===== src/rtl/cpu_types_pkg.sv =====
// Shared CPU types: machine word plus the instruction-cache state and entry types.
package cpu_types_pkg;

  typedef logic [31:0] word_t;

  // Tag storage is sized for the smallest legal cache (2 sets -> 29 tag bits),
  // rounded up to 30 so every set count stores its tag zero-extended.
  localparam int ICACHE_TAG_W = 30;

  typedef enum logic {
    COMPARE = 1'b0,
    FETCH   = 1'b1
  } icache_state_t;

  typedef struct packed {
    logic                    valid;
    logic [ICACHE_TAG_W-1:0] tag;
    word_t                   data;
  } icache_entry_t;

endpackage


===== src/rtl/icache.sv =====
// Direct-mapped, one-word-per-set instruction cache with a blocking
// single-outstanding miss. Hits are combinational; a miss latches the PC and
// holds the memory request until the memory drops iwait.
module icache
  import cpu_types_pkg::*;
#(
  parameter int SETS = 16
) (
  input  logic  CLK,
  input  logic  nRST,
  input  logic  imemREN,
  input  word_t imemaddr,
  output logic  ihit,
  output word_t imemload,
  output logic  iREN,
  output word_t iaddr,
  input  logic  iwait,
  input  word_t iload,
  output word_t hit_count,
  output word_t miss_count
);

  localparam int IDX_W = $clog2(SETS);

  icache_entry_t r_ents [SETS];
  icache_state_t r_state;
  icache_state_t w_next_state;
  word_t         r_miss_addr;
  word_t         r_hit_count;
  word_t         r_miss_count;

  logic [IDX_W-1:0]        w_idx;
  logic [ICACHE_TAG_W-1:0] w_tag;
  logic [IDX_W-1:0]        w_miss_idx;
  logic [ICACHE_TAG_W-1:0] w_miss_tag;
  logic                    w_lookup_hit;
  logic                    w_miss;
  logic                    w_fill;

  assign w_idx      = imemaddr[IDX_W+1:2];
  assign w_tag      = ICACHE_TAG_W'(imemaddr >> (IDX_W + 2));
  assign w_miss_idx = r_miss_addr[IDX_W+1:2];
  assign w_miss_tag = ICACHE_TAG_W'(r_miss_addr >> (IDX_W + 2));

  assign w_lookup_hit = imemREN && r_ents[w_idx].valid && (r_ents[w_idx].tag == w_tag);
  assign w_miss       = (r_state == COMPARE) && imemREN && !w_lookup_hit;

  assign hit_count  = r_hit_count;
  assign miss_count = r_miss_count;

  // Next-state and output decode; FETCH ignores the datapath side entirely.
  always_comb begin
    w_next_state = r_state;
    ihit         = 1'b0;
    imemload     = '0;
    iREN         = 1'b0;
    iaddr        = '0;
    w_fill       = 1'b0;
    if (r_state == COMPARE) begin
      ihit = w_lookup_hit;
      if (w_lookup_hit) begin
        imemload = r_ents[w_idx].data;
      end
      if (w_miss) begin
        w_next_state = FETCH;
      end
    end else begin
      iREN  = 1'b1;
      iaddr = r_miss_addr;
      if (!iwait) begin
        w_fill       = 1'b1;
        w_next_state = COMPARE;
      end
    end
  end

  // State, miss address, array fill and statistics; reset discards any fill in flight.
  always_ff @(posedge CLK) begin
    if (nRST) begin
      r_state      <= COMPARE;
      r_miss_addr  <= '0;
      r_hit_count  <= '0;
      r_miss_count <= '0;
      for (int i = 0; i < SETS; i++) begin
        r_ents[i] <= '0;
      end
    end else begin
      r_state <= w_next_state;
      if (w_miss) begin
        r_miss_addr <= imemaddr;
      end
      if (w_fill) begin
        r_ents[w_miss_idx].valid <= 1'b1;
        r_ents[w_miss_idx].tag   <= w_miss_tag;
        r_ents[w_miss_idx].data  <= iload;
        r_miss_count             <= r_miss_count + 32'd1;
      end
      if (ihit) begin
        r_hit_count <= r_hit_count + 32'd1;
      end
    end
  end

endmodule


===== config.mk =====
export PLATFORM = sky130hd
export DESIGN_NAME = icache
export DESIGN_NICKNAME = d
export VERILOG_FILES = /design/src/rtl/cpu_types_pkg.sv /design/src/rtl/icache.sv
export SDC_FILE = /design/constraint.sdc
export NUM_CORES = 1
export LEC_CHECK = 0
export CAP_MARGIN = 10
export CORE_ASPECT_RATIO = 1.25
export CORE_MARGIN = 2
export CORE_UTILIZATION = 35
export DETAILED_ROUTE_END_ITERATION = 8
export GPL_TIMING_DRIVEN = 1
export PLACE_DENSITY_LB_ADDON = 0.08
export SYNTH_ARGS = -nofsm -noshare
export SYNTH_HDL_FRONTEND = slang
export SYNTH_SLANG_ARGS = --single-unit

===== constraint.sdc =====
create_clock -name CLK -period 18.75 [get_ports CLK]
set_input_delay 1.875 -clock CLK [delete_from_list [all_inputs] [get_ports CLK]]
set_output_delay 1.875 -clock CLK [all_outputs]
set_load 0.02 [all_outputs]

After elaboration in Yosys (flattened, before gate mapping)

Memory sizes are Yosys's and may differ from the RTL's.
Cells that the tools add are included.

Register bits: 97
Memories: 1
Bits in writable memories: 944
Latch bits: 0
ROM bits: 0
Input bits: 68
Word-level logic and storage cells: 33

Memory list:

| name   | depth | bits a word | rd ports | clocked after memory_dff | wr ports | RTL line     | text |
|---|---|---|---|---|---|---|---|
| r_ents | 16    | 59          | 1        | 0                        | 16       | icache.sv:25 | `icache_entry_t r_ents [SETS];` |

Order comparisons: 0
Eq/ne operators: 1
Reductions and logical operators: 6
Multipliers: 0
Div/mod/pow operators: 0
Add/sub/neg operators: 2
Bitwise operators: 1
Shifts and indexed selects: 0
Multiplexer cells: 18

Operator list:

| kind                                          | count |
|---|---|
| two-way mux 32 bit                            | 3 |
| adder 32 x 1 -> 32 bit, second input constant | 2 |
| two-way mux 59 bit                            | 1 |
| OR reduction 59 bit                           | 1 |
| == test 30 x 26 -> 1 bit                      | 1 |
| two-way mux 1 bit                             | 13 |
| logical AND 1 bit                             | 4 |
| two-way mux 4 bit                             | 1 |
| logical NOT 1 bit                             | 1 |
| NOT 1 bit                                     | 1 |

Longest topological paths before layout

Gate-level depths: netlist (run 1).

Depth in word-level cells: 7
Gate-level depth with buffers: 17
Depth with buffers taken out: 9

Worst setup path after synthesis (run 1)

OpenSTA, ideal clock, no wires.

Kind: input -> register
Start: input iwait
End: memory r_ents[1][0] (netlist bit) (enable)
Required time: 18196 ps
Path slack: 11487 ps
Buffers on the path: 1
Stages on the path: 4
Library setup time: 554 ps
Arrival: 6709 ps
Cell sequence: nand2b_1 or4_1 clkbuf_1 o21ai_0

RTL lines:

| what               | RTL line     | text |
|---|---|---|
| start: declaration | icache.sv:17 | `input logic iwait,` |
| end: declaration   | icache.sv:25 |  |

Final worst setup path (run 1)

Start: input imemaddr[2]
End: output imemload[31]

Longest elaborated chain between the ends: 5
Elaborated cells between the ends (all ways): 6
Classes of those cells: 1 x eq/ne; 2 x mux; 2 x reduce/logical; 1 x memory

RTL lines:

| what                                                          | RTL line     | text |
|---|---|---|
| start: declaration                                            | icache.sv:12 | `input word_t imemaddr,` |
| memory (16 x 59 bit) (*)                                      | n/a          |  |
| == test 30 x 26 -> 1 bit or logical AND 1 bit (tied branches) | icache.sv:45 | `assign w_lookup_hit = imemREN && r_ents[w_idx].valid && (r_ents[w_idx].tag == w_tag);` |
| logical AND 1 bit                                             | icache.sv:45 |  |
| two-way mux 32 bit (*)                                        | icache.sv:61 | `if (w_lookup_hit) begin` |
| two-way mux 32 bit (*)                                        | icache.sv:59 | `if (r_state == COMPARE) begin` |
| end: declaration                                              | icache.sv:14 | `output word_t imemload,` |

Every way passes the cells marked *; elsewhere a longest branch is shown, timed or not.

==> metrics.txt, run 1 <==
outcome=finished, final reports clean; Post-CTS Repair Setup Buffers=0; Slew Viols, Final=0; global route overflow=0; CTS H-tree depth=3; crit-path leading delay family=buffers and inverters; Tcrit/Tclk final=52.95%; # clock sinks=1041; # resized after CTS=0; Comb power frac=7.4%; RSZ-0062 raised after global routing=false; Worst Path Arrival=8.05 ns; fmax=100.7 MHz; CP max-delay cell=buf_4; number of enable flip-flop cells after synthesis=928; CP cell instances=buf_8, buf_4, buf_4, mux4_2, mux2i_1, mux2i_1, xnor2_1, nand4_1, or4_4, or4b_4, and2b_1, clkdlybuf4s50_1; Cell Area, Synth=48800 um^2; CTS tree=yes; initial antenna violation count=15; Std-Cell Rows=153; most used flip-flop cell after synthesis=edfxtp_1; Final nets=3536; Power per Cell Area=93.44 nW/um^2; Worst Path Required=16.88 ns; Initial Utilization=35.16%; post-synth top area cell=edfxtp_1; layout cells sized above 1=16.52%; MaxCap Viol Count=0; Setup TNS=0 ns; WP buf/inv=4; Worst Hold Class=reg -> reg; CP startpoint kind=input pin; DRT antenna net count=0; final wirelength=160600 um; vias=29170; Worst-Margin Slew=1.181 ns; slew margin rel.=21.29%; post-synthesis sequential area ratio=61.73%; min Tclk post-route=9.929 ns; Gate Count Post-Synth=3384; # DRC=0; Peak VDD IR=0.06538 mV; I/O Buffers=197; ys async rst share=0%; Synth top area share=57.10%; synth top area cells=edfxtp_1 57%, and2_1 12%, mux4_2 11%, dfxtp_1 4.6%, clkbuf_1 1.8%; Yosys cell types=72; Core Area=138800 um^2; WHS=0.4494 ns; Synth Warn #=0; clk slew on worst S/H paths=0.06 ns; final setup fails=0; Setup Skew=0.01655 ns; total CTS buffers=113; clock network power share=42.0%; # IOs=198; LEAKAGE=19.85 nW; GP Congestion=0.8097; initial drt markers=2387; Post-DP Area=52550 um^2; element type at the critical path end=primary output; die height=421.5 um; drt wl/cell=29.58 um; Flop pwr share=50.6%; Mapped Nets=3454; clock insertion delay at the later pin of the skew report=0.74 ns; largest net degree at the start of global routing=122; post-DR vias/cell=5.372; CP peak stage delay=0.91 ns; deepest clock path buffer count=3; switching part of the total power=23.82%; Layout area overhead=15.06%; TritonRoute pass-1 iters=5; NetSw=0.001250 W; syn_area_per_cell=14.42 um^2; Final Hold Viols=0; cts hold-fix bufs=0; Post-DP HPWL=86940 um; die width=338.0 um; register bit count reported by yosys=1041; Pwr Total=0.005247 W; kind of critical path=in -> out; die area=142500 um^2; CTS root buf=clkbuf_16; overall global routing resource usage=22.70%; CP Max Fanout=57; P_int=0.003998 W; Final Cell Area=56160 um^2; vias in the first global route=30710; first-pass GRT wire length=229000 um
Yosys cell counts (18+ instances only):
library cell  instances
and2_1              963
a32oi_1              33
or2_2                20
nand2_1             108
nor2_1               84
nor3b_1              29
nor3_1               19
xnor2_1              31
clkbuf_1            236
nor4_1               18
nand3_1              27
mux2i_1              63
buf_2                20
edfxtp_1            928
xor2_1               30
o311ai_0             42
mux2_2               43
o21ai_0              23
dfxtp_1             113
nor2b_1              59
mux4_2              244
power by group through the flow:
stage          logic, W  registers [W]  clock network (W)
2_1_floorplan  0.000241        0.00268                  0
3_3_place_gp   0.000395        0.00270                  0
3_5_place_dp   0.000397        0.00270                  0
4_1_cts        0.000398        0.00265            0.00226
5_1_grt        0.000414        0.00266            0.00234
6_report       0.000390        0.00265            0.00220
flip-flops by register name, indices dropped and copies added, names as in the netlist:
signal / flops
miss_count: 32
r_state: 1
hit_count: 32
r_miss_addr: 32
r_ents: 944
logic make-up (layout without fill, tap and decap cells):
| logic type | count (synthesis) | in the layout | synth area share, % |
|---|---|---|---|
| flops | 1041 | 1041 | 61.73 |
| mux | 354 | 354 | 13.76 |
| simple gates | 1426 | 1426 | 17.51 |
| buf+inv | 315 | 497 | 2.953 |
| other cells | 0 | 4 | 0 |
| fa+ha+maj | 2 | 2 | 0.05127 |
| xor+xnor | 61 | 61 | 1.095 |
| compound gates | 185 | 185 | 2.897 |
path summary, 6_finish.rpt:
kind,startpoint,to,slack (ns),cells after the start
worst min-delay path,r_ents[12][58],r_ents[12][58],0.45,1
worst min register to register,r_ents[12][58],r_ents[12][58],0.45,1
worst max-delay path,imemaddr[2],imemload[31],8.82,12
worst max register to register,r_ents[9][39],hit_count[18],14.61,9
metrics by stage:
| step | setup WS, ns | util, % | std cells |
|---|---|---|---|
| after floorplan | 11.49 | - | 3384 |
| after global placement | 8.682 | 37.86 | 5211 |
| after detailed placement | 8.685 | 37.86 | 5211 |
| after CTS | 8.668 | 40.45 | 5426 |
| after global routing | 8.383 | 40.45 | 5426 |
| final | 8.821 | 40.46 | 5430 |
layer usage:
layer / share of wire, % / routed length [um] / vias to the layer above / track usage (%)
li1: - / - / 12650 / -
met4: 1.7 / 2720 / 4 / 5.044
met2: 52 / 83640 / 976 / 40.73
met5: 0.020 / 32 / - / 0
met1: 41 / 65100 / 15360 / 28.99
met3: 5.7 / 9123 / 173 / 2.899
final cells by class:
cell class	instances	area, um^2
Timing Repair Buffer	271	2550
Clock buffer	156	3105
Antenna cell	4	10.01
Tap cell	1860	2327
Clock inverter	59	490.5
Inverter	11	43.79
Fill cell	12770	82630
Multi-Input combinational cell	2028	17500
Sequential cell	1041	30130
cell usage in the layout (no fill, tap or decap), drive strengths merged, types with 27 or more instances in the layout:
master and instances:
nor2b 59, mux2i 63, nand2 108, edfxtp 928, clkinv 48, xor2 30
a32oi 33, clkdlybuf4s50 192, clkbuf 156, nand3 27, o311ai 42, xnor2 31
mux2 43, nor2 84, buf 79, dfxtp 113, and2 963, nor3b 29
mux4 248
Note: power is estimated with default switching activity, not from simulation.
==> run 2: changes to the inputs <==
==> constraint.sdc (replaced) <==
create_clock -name CLK -period 8.1 [get_ports CLK]
set_input_delay 0.81 -clock CLK [delete_from_list [all_inputs] [get_ports CLK]]
set_output_delay 0.81 -clock CLK [all_outputs]
set_load 0.02 [all_outputs]
==> metrics.txt, run 2 (synthesis results as in run 1) <==
outcome=finished, final reports clean (unchanged); largest net degree at the start of global routing=119 (was 122); kind of critical path=in -> out (unchanged); Std-Cell Rows=153 (unchanged); die width=338.0 um (unchanged); final wirelength=159900 um (was 160600 um); Initial Utilization=35.16% (unchanged); fmax=148.5 MHz; Final nets=3535 (was 3536); Post-DP HPWL=87100 um (was 86940 um); Worst Path Required=7.29 ns (was 16.88 ns); initial drt markers=2643 (was 2387); cts hold-fix bufs=0 (unchanged); die area=142500 um^2 (unchanged); max reg flops=944 (unchanged); min Tclk post-route=6.735 ns; most frequent cells in the layout=963 x and2_1, 928 x edfxtp_1, 244 x mux4_2 (unchanged); LEAKAGE=19.78 nW (was 19.85 nW); Setup Skew=0.02606 ns (was 0.01655 ns); DRT antenna net count=0 (unchanged); overall global routing resource usage=22.55% (was 22.70%); GP Congestion=0.8368 (was 0.8097); Worst Hold Class=reg -> reg (unchanged); CP startpoint kind=input pin (unchanged); Peak VDD IR=0.1591 mV (was 0.06538 mV); Worst-Margin Slew=1.173 ns (was 1.181 ns); Final Hold Viols=0 (unchanged); largest reg by FF count=r_ents (unchanged); Final Cell Area=56080 um^2 (was 56160 um^2); TritonRoute pass-1 iters=5 (unchanged); Slew Viols, Final=0 (unchanged); # clock sinks=1041 (unchanged); global route overflow=0 (unchanged); Post-DP Area=52560 um^2 (was 52550 um^2); RSZ-0062 raised after global routing=false (unchanged); slew margin rel.=21.34% (was 21.29%); MaxCap Viol Count=0 (unchanged); CTS H-tree depth=3 (unchanged); hold depth=1 (unchanged); Worst Path Arrival=5.92 ns (was 8.05 ns); FF-to-FF path depth=4 (was 9); I/O Buffers=197 (unchanged); vias in the first global route=30690 (was 30710); CTS tree=yes (unchanged); Post-CTS Repair Setup Buffers=0 (unchanged); CP Max Fanout=47 (was 57); # resized after CTS=0 (unchanged); final setup fails=0 (unchanged); post-DR vias/cell=5.393 (was 5.372); initial antenna violation count=18 (was 15); first-pass GRT wire length=228100 um (was 229000 um); commonest non-fill, non-tap cell in the layout=and2_1 (unchanged); # IOs=198 (unchanged); clk slew on worst S/H paths=0.06 ns (about the same); element type at the critical path end=primary output (unchanged); Power per Cell Area=215.0 nW/um^2 (was 93.44 nW/um^2); CTS root buf=clkbuf_16 (unchanged); Layout area overhead=14.91% (was 15.06%); die height=421.5 um (unchanged); vias=29240 (was 29170); total CTS buffers=113 (unchanged); # DRC=0 (unchanged); layout cells sized above 1=16.31% (was 16.52%); clock insertion delay at the later pin of the skew report=0.74 ns (about the same); deepest clock path buffer count=3 (unchanged); Core Area=138800 um^2 (unchanged); Setup TNS=0 ns (unchanged); drt wl/cell=29.49 um (was 29.58 um); Tcrit/Tclk final=83.15%
## run 2: final timing paths
check | slack, ns | to | from
max reg2reg | 3.92 | r_ents[0][20] | r_miss_addr[4]
min reg2reg | 0.45 | r_ents[12][58] | r_ents[12][58]
max | 1.37 | imemload[31] | imemaddr[3]
min | 0.45 | r_ents[12][58] | r_ents[12][58]
## run 2: worst max-delay path, cell delays in order
cell and delay, ns:
buf_6 0.47, inv_1 0.72, mux2i_1 0.49, xor2_1 0.11, or4_1 0.54, or4_4 0.70, or4b_4 0.87, and2b_1 0.33
clkdlybuf4s50_1 0.61
## run 2: layout make-up
| class | count | area [um^2] |
|---|---|---|
| Clock buffer | 155 | 3123 |
| Antenna cell | 4 | 10.01 |
| Timing Repair Buffer | 270 | 2555 |
| Multi-Input combinational cell | 2028 | 17500 |
| Tap cell | 1860 | 2327 |
| Inverter | 11 | 43.79 |
| Clock inverter | 52 | 392.9 |
| Sequential cell | 1041 | 30130 |
| Fill cell | 12780 | 82710 |
## run 2: layer usage
metal  share of wire [%]  vias up  global-route usage (%)  routed length [um]
li1                    -    12650                       -                   -
met5               0.038        -                       0                  60
met2                  51      970                   40.08               82170
met1                  40    15370                   28.48               64730
met3                 5.4      235                   2.978                8669
met4                 2.6        8                   6.511                4225
## run 2: through the flow
step / util, % / instances / setup slack [ns] / total power, W / hold slack (ns)
after global routing: 40.40 / 5417 / 1.122 / 0.01244 / 0.4606
after CTS: 40.40 / 5417 / 1.345 / 0.01219 / 0.4529
after floorplan: - / 3384 / 1.902 / 0.006761 / 0.4218
after detailed placement: 37.87 / 5210 / 1.349 / 0.007176 / 0.4391
after global placement: 37.87 / 5210 / 1.447 / 0.007156 / 0.4325
final: 40.41 / 5421 / 1.365 / 0.01206 / 0.4543
## run 2: power breakdown
| part | total, W | switching (W) | internal [W] |
|---|---|---|---|
| clock network | 0.00501 | 0.00220 | 0.00281 |
| logic | 0.000903 | 0.000562 | 0.000341 |
| registers | 0.00614 | 0.000126 | 0.00602 |
| total | 0.0121 | 0.00289 | 0.00917 |
